===== src/rtl/axil_pkg.sv =====
// Shared types and constants for the AXI4-Lite master bridge.
package axil_pkg;

  typedef enum logic [2:0] {
    IDLE,
    WR_AW_W,
    WR_B,
    RD_AR,
    RD_R,
    RESP
  } state_e;

  localparam logic [1:0] AXI_OKAY   = 2'b00;
  localparam logic [1:0] AXI_SLVERR = 2'b10;

  localparam int DEFAULT_TIMEOUT = 256;

endpackage


===== src/rtl/axil_master_bridge.sv =====
// Single-outstanding request to AXI4-Lite master bridge.
// Optional watchdog: define AXIL_BRIDGE_TIMEOUT_EN.
module axil_master_bridge
  import axil_pkg::*;
#(
  parameter int ADDR_WIDTH     = 13,
  parameter int DATA_WIDTH     = 32,
  parameter int TIMEOUT_CYCLES = DEFAULT_TIMEOUT
) (
  input  logic                    clk,
  input  logic                    rst,
  input  logic                    req_valid,
  output logic                    req_ready,
  input  logic                    req_we,
  input  logic [ADDR_WIDTH-1:0]   req_addr,
  input  logic [DATA_WIDTH-1:0]   req_wdata,
  input  logic [DATA_WIDTH/8-1:0] req_wstrb,
  output logic                    resp_valid,
  output logic [DATA_WIDTH-1:0]   resp_rdata,
  output logic                    resp_err,
  output logic [ADDR_WIDTH-1:0]   m_axi_awaddr,
  output logic [2:0]              m_axi_awprot,
  output logic                    m_axi_awvalid,
  input  logic                    m_axi_awready,
  output logic [DATA_WIDTH-1:0]   m_axi_wdata,
  output logic [DATA_WIDTH/8-1:0] m_axi_wstrb,
  output logic                    m_axi_wvalid,
  input  logic                    m_axi_wready,
  input  logic [1:0]              m_axi_bresp,
  input  logic                    m_axi_bvalid,
  output logic                    m_axi_bready,
  output logic [ADDR_WIDTH-1:0]   m_axi_araddr,
  output logic [2:0]              m_axi_arprot,
  output logic                    m_axi_arvalid,
  input  logic                    m_axi_arready,
  input  logic [DATA_WIDTH-1:0]   m_axi_rdata,
  input  logic [1:0]              m_axi_rresp,
  input  logic                    m_axi_rvalid,
  output logic                    m_axi_rready
);

  if (DATA_WIDTH != 32) begin : g_bad_dw
    $error("axil_master_bridge: DATA_WIDTH must be 32");
  end
  if (TIMEOUT_CYCLES < 2 || TIMEOUT_CYCLES > 65535) begin : g_bad_tmo
    $error("axil_master_bridge: TIMEOUT_CYCLES out of range");
  end

  state_e                  state_q, state_d;
  logic [ADDR_WIDTH-1:0]   addr_q, addr_d;
  logic [DATA_WIDTH-1:0]   wdata_q, wdata_d;
  logic [DATA_WIDTH/8-1:0] wstrb_q, wstrb_d;
  logic awvalid_q, awvalid_d, wvalid_q, wvalid_d, bready_q, bready_d;
  logic arvalid_q, arvalid_d, rready_q, rready_d;
  logic req_ready_q, req_ready_d, resp_valid_q, resp_valid_d, resp_err_q, resp_err_d;
  logic [DATA_WIDTH-1:0]   resp_rdata_q, resp_rdata_d;
  logic aw_done, w_done;

`ifdef AXIL_BRIDGE_TIMEOUT_EN
  localparam logic [15:0] TMO_LAST = 16'(TIMEOUT_CYCLES - 1);
  logic [15:0] tmo_cnt_q, tmo_cnt_d;
  logic        waiting;
`endif

  always_comb begin
    state_d      = state_q;
    addr_d       = addr_q;
    wdata_d      = wdata_q;
    wstrb_d      = wstrb_q;
    awvalid_d    = awvalid_q;
    wvalid_d     = wvalid_q;
    bready_d     = bready_q;
    arvalid_d    = arvalid_q;
    rready_d     = rready_q;
    req_ready_d  = req_ready_q;
    resp_valid_d = 1'b0;
    resp_err_d   = resp_err_q;
    resp_rdata_d = resp_rdata_q;
    aw_done      = !awvalid_q || m_axi_awready;
    w_done       = !wvalid_q || m_axi_wready;
    case (state_q)
      IDLE: if (req_valid && req_ready_q) begin
        addr_d      = req_addr;
        wdata_d     = req_wdata;
        wstrb_d     = req_wstrb;
        req_ready_d = 1'b0;
        if (req_we) begin
          state_d   = WR_AW_W;
          awvalid_d = 1'b1;
          wvalid_d  = 1'b1;
        end else begin
          state_d   = RD_AR;
          arvalid_d = 1'b1;
        end
      end
      // AW and W complete independently; leave once both have landed.
      WR_AW_W: begin
        if (m_axi_awready) awvalid_d = 1'b0;
        if (m_axi_wready)  wvalid_d  = 1'b0;
        if (aw_done && w_done) begin
          state_d  = WR_B;
          bready_d = 1'b1;
        end
      end
      WR_B: if (m_axi_bvalid) begin
        bready_d     = 1'b0;
        state_d      = RESP;
        resp_valid_d = 1'b1;
        resp_err_d   = (m_axi_bresp != AXI_OKAY);
        resp_rdata_d = '0;
      end
      RD_AR: if (m_axi_arready) begin
        arvalid_d = 1'b0;
        rready_d  = 1'b1;
        state_d   = RD_R;
      end
      RD_R: if (m_axi_rvalid) begin
        rready_d     = 1'b0;
        state_d      = RESP;
        resp_valid_d = 1'b1;
        resp_err_d   = (m_axi_rresp != AXI_OKAY);
        resp_rdata_d = m_axi_rdata;
      end
      RESP: begin
        state_d      = IDLE;
        req_ready_d  = 1'b1;
        resp_err_d   = 1'b0;
        resp_rdata_d = '0;
      end
      default: state_d = IDLE;
    endcase

`ifdef AXIL_BRIDGE_TIMEOUT_EN
    waiting   = (state_q == WR_AW_W) || (state_q == WR_B) ||
                (state_q == RD_AR) || (state_q == RD_R);
    tmo_cnt_d = waiting ? tmo_cnt_q + 16'd1 : tmo_cnt_q;
    // Normal progress on the final cycle wins over the watchdog.
    if (waiting && state_d == state_q && tmo_cnt_q == TMO_LAST) begin
      state_d      = RESP;
      awvalid_d    = 1'b0;
      wvalid_d     = 1'b0;
      bready_d     = 1'b0;
      arvalid_d    = 1'b0;
      rready_d     = 1'b0;
      resp_valid_d = 1'b1;
      resp_err_d   = (AXI_SLVERR != AXI_OKAY);
      resp_rdata_d = '0;
    end
    if (state_d != state_q) tmo_cnt_d = '0;
`endif
  end

  always_ff @(posedge clk or posedge rst) begin
    if (rst) begin
      state_q      <= IDLE;
      addr_q       <= '0;
      wdata_q      <= '0;
      wstrb_q      <= '0;
      awvalid_q    <= 1'b0;
      wvalid_q     <= 1'b0;
      bready_q     <= 1'b0;
      arvalid_q    <= 1'b0;
      rready_q     <= 1'b0;
      req_ready_q  <= 1'b1;
      resp_valid_q <= 1'b0;
      resp_err_q   <= 1'b0;
      resp_rdata_q <= '0;
    end else begin
      state_q      <= state_d;
      addr_q       <= addr_d;
      wdata_q      <= wdata_d;
      wstrb_q      <= wstrb_d;
      awvalid_q    <= awvalid_d;
      wvalid_q     <= wvalid_d;
      bready_q     <= bready_d;
      arvalid_q    <= arvalid_d;
      rready_q     <= rready_d;
      req_ready_q  <= req_ready_d;
      resp_valid_q <= resp_valid_d;
      resp_err_q   <= resp_err_d;
      resp_rdata_q <= resp_rdata_d;
    end
  end

`ifdef AXIL_BRIDGE_TIMEOUT_EN
  always_ff @(posedge clk or posedge rst) begin
    if (rst) tmo_cnt_q <= '0;
    else     tmo_cnt_q <= tmo_cnt_d;
  end
`endif

  assign req_ready     = req_ready_q;
  assign resp_valid    = resp_valid_q;
  assign resp_rdata    = resp_rdata_q;
  assign resp_err      = resp_err_q;
  assign m_axi_awaddr  = addr_q;
  assign m_axi_araddr  = addr_q;
  assign m_axi_awprot  = 3'b000;
  assign m_axi_arprot  = 3'b000;
  assign m_axi_awvalid = awvalid_q;
  assign m_axi_wdata   = wdata_q;
  assign m_axi_wstrb   = wstrb_q;
  assign m_axi_wvalid  = wvalid_q;
  assign m_axi_bready  = bready_q;
  assign m_axi_arvalid = arvalid_q;
  assign m_axi_rready  = rready_q;

endmodule


===== config.mk =====
export PLATFORM = sky130hd
export DESIGN_NAME = axil_master_bridge
export DESIGN_NICKNAME = d
export VERILOG_FILES = /design/src/rtl/axil_pkg.sv /design/src/rtl/axil_master_bridge.sv
export SDC_FILE = /design/constraint.sdc
export NUM_CORES = 1
export LEC_CHECK = 0
export CELL_PAD_IN_SITES_DETAIL_PLACEMENT = 1
export CELL_PAD_IN_SITES_GLOBAL_PLACEMENT = 1
export CORE_MARGIN = 3
export CORE_UTILIZATION = 30
export CTS_CLUSTER_SIZE = 24
export DETAILED_ROUTE_END_ITERATION = 8
export PLACE_DENSITY = 0.83
export SETUP_SLACK_MARGIN = 0.15
export SYNTH_ARGS = -nofsm -noshare
export SYNTH_HDL_FRONTEND = slang
export SYNTH_SLANG_ARGS = --single-unit

===== constraint.sdc =====
create_clock -name clk -period 3.9 [get_ports clk]
set_clock_uncertainty 0.2 [all_clocks]
set_input_delay 0.78 -clock clk [delete_from_list [all_inputs] [get_ports clk]]
set_output_delay 0.78 -clock clk [all_outputs]
set_load 0.01 [all_outputs]

# Word level (Yosys, flattened, before mapping)
# Index checks and enable logic that the tools add are counted.
[totals] out_inout_bits=108 ff_bits=92
[classes] muxes=34 reduce_logical=24 n_eq_ne=14
[op_table] operator="$pmux W32 S3" n=1
[op_table] operator="$mux W32" n=2
[op_table] operator="$ne A2 B2 Y1 const B" n=9
[op_table] operator="$mux W1" n=16
[op_table] operator="$mux W3" n=5
[op_table] operator="$pmux W3 S5" n=1
[op_table] operator="$pmux W1 S2" n=7
[op_table] operator="$reduce_bool A2 Y1" n=7
[op_table] operator="$reduce_and A4 Y1" n=3
[op_table] operator="$reduce_and A3 Y1" n=3
[op_table] operator="$eq A3 B2 Y1 const B" n=2
[op_table] operator="$eq A3 B3 Y1 const B" n=2
[op_table] operator="$reduce_and A5 Y1" n=1
[op_table] operator="$reduce_and A2 Y1" n=2
[op_table] operator="$eq A3 B1 Y1 const B" n=1
[op_table] operator="$logic_not A3 Y1" n=1
[op_table] operator="$pmux W1 S3" n=1
[op_table] operator="$reduce_bool A3 Y1" n=1
[op_table] operator="$logic_and A1 B1 Y1" n=2
[op_table] operator="$logic_not A1 Y1" n=2
[op_table] operator="$logic_or A1 B1 Y1" n=2
[op_table] operator="$mux W2" n=1

# Longest topological paths before layout
[depth] depth_word=5 mapped_depth=6

# Worst setup path before layout
# OpenSTA, ideal clock, no wires.
[synth_path] kind="input-to-reg" from="input port req_valid" to="register wdata_q[10] (netlist: m_axi_wdata[10])" path_buffers=3 stages=6 t_arrival_ps=1851 path_slack_ps=1724 setup_ps=125 path_cell_list="and3b_1 > and2_1 > clkbuf_1 > buf_6 > buf_6 > mux2_4"
[synth_between] elab_chain_cells=2
[synth_rtl] item="start, declared" line_no="axil_master_bridge.sv:12" source="input logic req_valid,"
[synth_rtl] item="$logic_and A1 B1 Y1" line_no="axil_master_bridge.sv:82" source="IDLE: if (req_valid && req_ready_q) begin"
[synth_rtl] item="$reduce_and A2 Y1 (no source line)"
[synth_rtl] item="end signal, assigned" line_no="axil_master_bridge.sv:171" source="wdata_q <= wdata_d;"
[synth_rtl] item="end, declared" line_no="axil_master_bridge.sv:51" source="logic [DATA_WIDTH-1:0] wdata_q, wdata_d;"
# No other way between the ends.
# A chain may end at the register's enable or synchronous reset.

# Final worst setup path
[layout_path] from="input port req_valid" to="register wdata_q[29] (netlist: m_axi_wdata[29])"
# The elaborated chain is that of the path after synthesis.

==> flow_metrics.env <==
export IMPL_postCtsHoldBufs=0
export IMPL_comb_power_share_pct=46.1
export IMPL_ys_seq_elements=92
export IMPL_max_stage_delay_ns=0.54
export IMPL_timing_final_crit_share_pct=68.8
export IMPL_yosysSeqAreaShare_pct=57.3
export IMPL_intPower_mw=3.11
export IMPL_yosysWarningCount=0
export IMPL_cts_max_level=3
export IMPL_placedCellCount=668
export IMPL_clk_latency_ns=0.34
export IMPL_hold_viol=0
export IMPL_ir_worst_vdd_v=0.000258
export IMPL_die_x_um=122
export IMPL_clockBufferDepth=2
export IMPL_post_cts_buffers=0
export IMPL_io_buffers=195
export IMPL_slew_headroom_pct=53.3
export IMPL_final_cell_mix="clkdlybuf4s50_1, dfrtp_1, mux2_2"
export IMPL_synthCells=326
export IMPL_mostFrequentLayoutCell="clkdlybuf4s50_1"
export IMPL_power_frac_seq_pct=36.5
export IMPL_core_area_mm2=0.0129
export IMPL_drt_wl_total_um=11100
export IMPL_cp_required_ns=3.92
export IMPL_tritoncts="yes"
export IMPL_instances_no_fill=684
export IMPL_die_area_mm2=0.0148
export IMPL_grt_max_degree=53
export IMPL_clock_sinks=92
export IMPL_cp_end_kind="flip-flop"
export IMPL_drive_above_1_share_pct=14.5
export IMPL_total_power_mw=4.57
export IMPL_grt_setup_unrepaired="no"
export IMPL_drt_iter0_drc=81
export IMPL_worst_pin_slew_ns=0.699
export IMPL_synth_cell_types=32
export IMPL_post_route_min_period_ns=2.68
export IMPL_sw_frac_of_total_pct=32.0
export IMPL_synth_area_leaders="dfrtp_1, mux2_2, mux2i_1"
export IMPL_antennaDiodeCount=0
export IMPL_fillers=1338
export IMPL_fin_setup_tns_ns=0
export IMPL_drv_slew=0
export IMPL_cellLeakagePower_nw=2.65
export IMPL_grt_pass1_wl_um=17800
export IMPL_post_cts_resized=0
export IMPL_via_per_inst=4.42
export IMPL_routedWlPerCell_um=16.3
export IMPL_hold_class="reg2reg"
export IMPL_drtPass1Iterations=4
export IMPL_synthesis_area_mm2=0.00402
export IMPL_critPathKind="in2reg"
export IMPL_finalNetCount=601
export IMPL_postSynthAreaPerCell_um2=12.3
export IMPL_die_h_um=122
export IMPL_p_sw_mw=1.46
export IMPL_grt_pass1_vias=3373
export IMPL_gr_total_overflow=0
export IMPL_drc_errors=0
export IMPL_outcome="finished clean"
export IMPL_regArea_mm2=0.00230
export IMPL_area_delta_synth_final_pct=56.8
export IMPL_antenna_found_initial=0
export IMPL_groute_usage_overall_pct=15.4
export IMPL_critPathLaunchType="primary input"
export IMPL_rows=41
export IMPL_worstPathCellList="clkdlybuf4s50_1 -> and3b_1 -> and2_2 -> buf_4 -> mux2_2"
export IMPL_path_max_fanout=49
export IMPL_crit_arrival_ns=2.70
export IMPL_fmax_mhz=373
export IMPL_synth_top_cell_area_share_pct=56.6
export IMPL_drv_cap=0
export IMPL_gp_congestion=0.739
export IMPL_start_util_pct=31.2
export IMPL_multi_input_area_mm2=0.00138
export IMPL_clk_pin_slew_ns=0.06
export IMPL_ios=202
export IMPL_vias=3026
export IMPL_synth_area_leader_cell="dfrtp_1"
export IMPL_crit_path_top_delay_cell="clkdlybuf4s50_1"
export IMPL_dp_hpwl_um=8520
export IMPL_clkPwrFrac_pct=17.4
export IMPL_cts_root_buf="clkbuf_16"
export IMPL_ant_nets=0
export IMPL_numCtsBuffers=9
export IMPL_setup_viol=0
export IMPL_pwr_density_cell_mw_per_mm2=726
[cell usage after synthesis]
library cell	count
mux2_2	40
buf_2	5
a221oi_1	1
a21boi_0	2
o2bb2ai_1	1
nor2b_1	2
buf_4	22
o2bb2ai_2	1
nand2_1	36
dfrtp_1	91
dfstp_2	1
nor3b_2	1
a31oi_1	1
and2_1	2
and3b_1	1
a32oi_1	2
buf_6	2
o31ai_1	2
or2_2	3
nand3b_1	1
nand2b_1	4
inv_1	38
o21ai_0	2
nor2_1	6
o31a_1	1
o22a_1	2
conb_1	1
clkbuf_1	5
mux2i_1	32
nand3_1	3
a21oi_1	5
mux2_4	10
[cell type report]
type,count,area share [%]
clock buffers,14,4.03
multi-input cells,167,21.9
inverters,38,2.30
flip-flops and latches,92,36.5
repair buffers,199,31.6
clock inverters,2,0.159
well taps,172,3.41
[flip-flops by register name, indices dropped and copies added, names as in the netlist, 3 cells and up]
name and flops:
m_axi_wdata 32, resp_rdata 32, m_axi_araddr 13, m_axi_wstrb 4, state_q 3
[critical path, delay by kind of cell]
| kind | cells | cell delay, ns |
|---|---|---|
| AND/OR/NAND/NOR | 2 | 0.41 |
| buffers and inverters | 2 | 1.06 |
| multiplexers | 1 | 0.41 |
[metal layers]
layer	GRT usage (%)	up-vias	share of wire [%]
li1	-	1394	-
met1	18.0	1486	40
met2	26.4	135	50
met3	5.15	11	9.3
met4	5.67	0	1.4
met5	0	-	0
[power groups by stage]
stage | clock (mW) | sequential, mW | combinational, mW
2_1_floorplan | 0 | 1.80 | 0.854
3_3_place_gp | 0 | 1.66 | 2.09
3_5_place_dp | 0 | 1.69 | 2.14
4_1_cts | 0.825 | 1.68 | 2.15
5_1_grt | 0.875 | 1.73 | 2.28
6_report | 0.795 | 1.67 | 2.11
[kinds of logic after synthesis]
family / synth area share [%]
AO/OA/AOI/OAI: 3.67
buffers and inverters: 9.31
flip-flops: 57.3
multiplexers: 22.9
other: 0.0933
AND/OR/NAND/NOR: 6.72
[final timing paths]
path / from / endpoint / slack [ns] / cells after the start
setup / recovery: req_valid / m_axi_wdata[29] / 1.22 / 5
hold / removal: m_axi_wdata[21] / m_axi_wdata[21] / 0.31 / 1
setup reg to reg: state_q[1] / m_axi_wdata[29] / 1.47 / 4
hold reg to reg: m_axi_wdata[21] / m_axi_wdata[21] / 0.31 / 1
max in group asynchronous: rst / req_ready / 2.06 / 3
min in group asynchronous: rst / m_axi_araddr[9] / 0.70 / 2
[per-stage QoR]
step	utilization, %	instance area (µm²)	hold slack [ns]	worst slack, ns
after detailed placement	46.9	6040	0.295	0.840
after global placement	46.9	6040	0.290	0.931
after CTS	49.0	6300	0.310	1.21
after global routing	49.0	6300	0.327	1.11
final	49.0	6300	0.306	1.22
after floorplan	-	4040	0.342	0.530
Note: power is estimated with default switching activity, not from simulation.
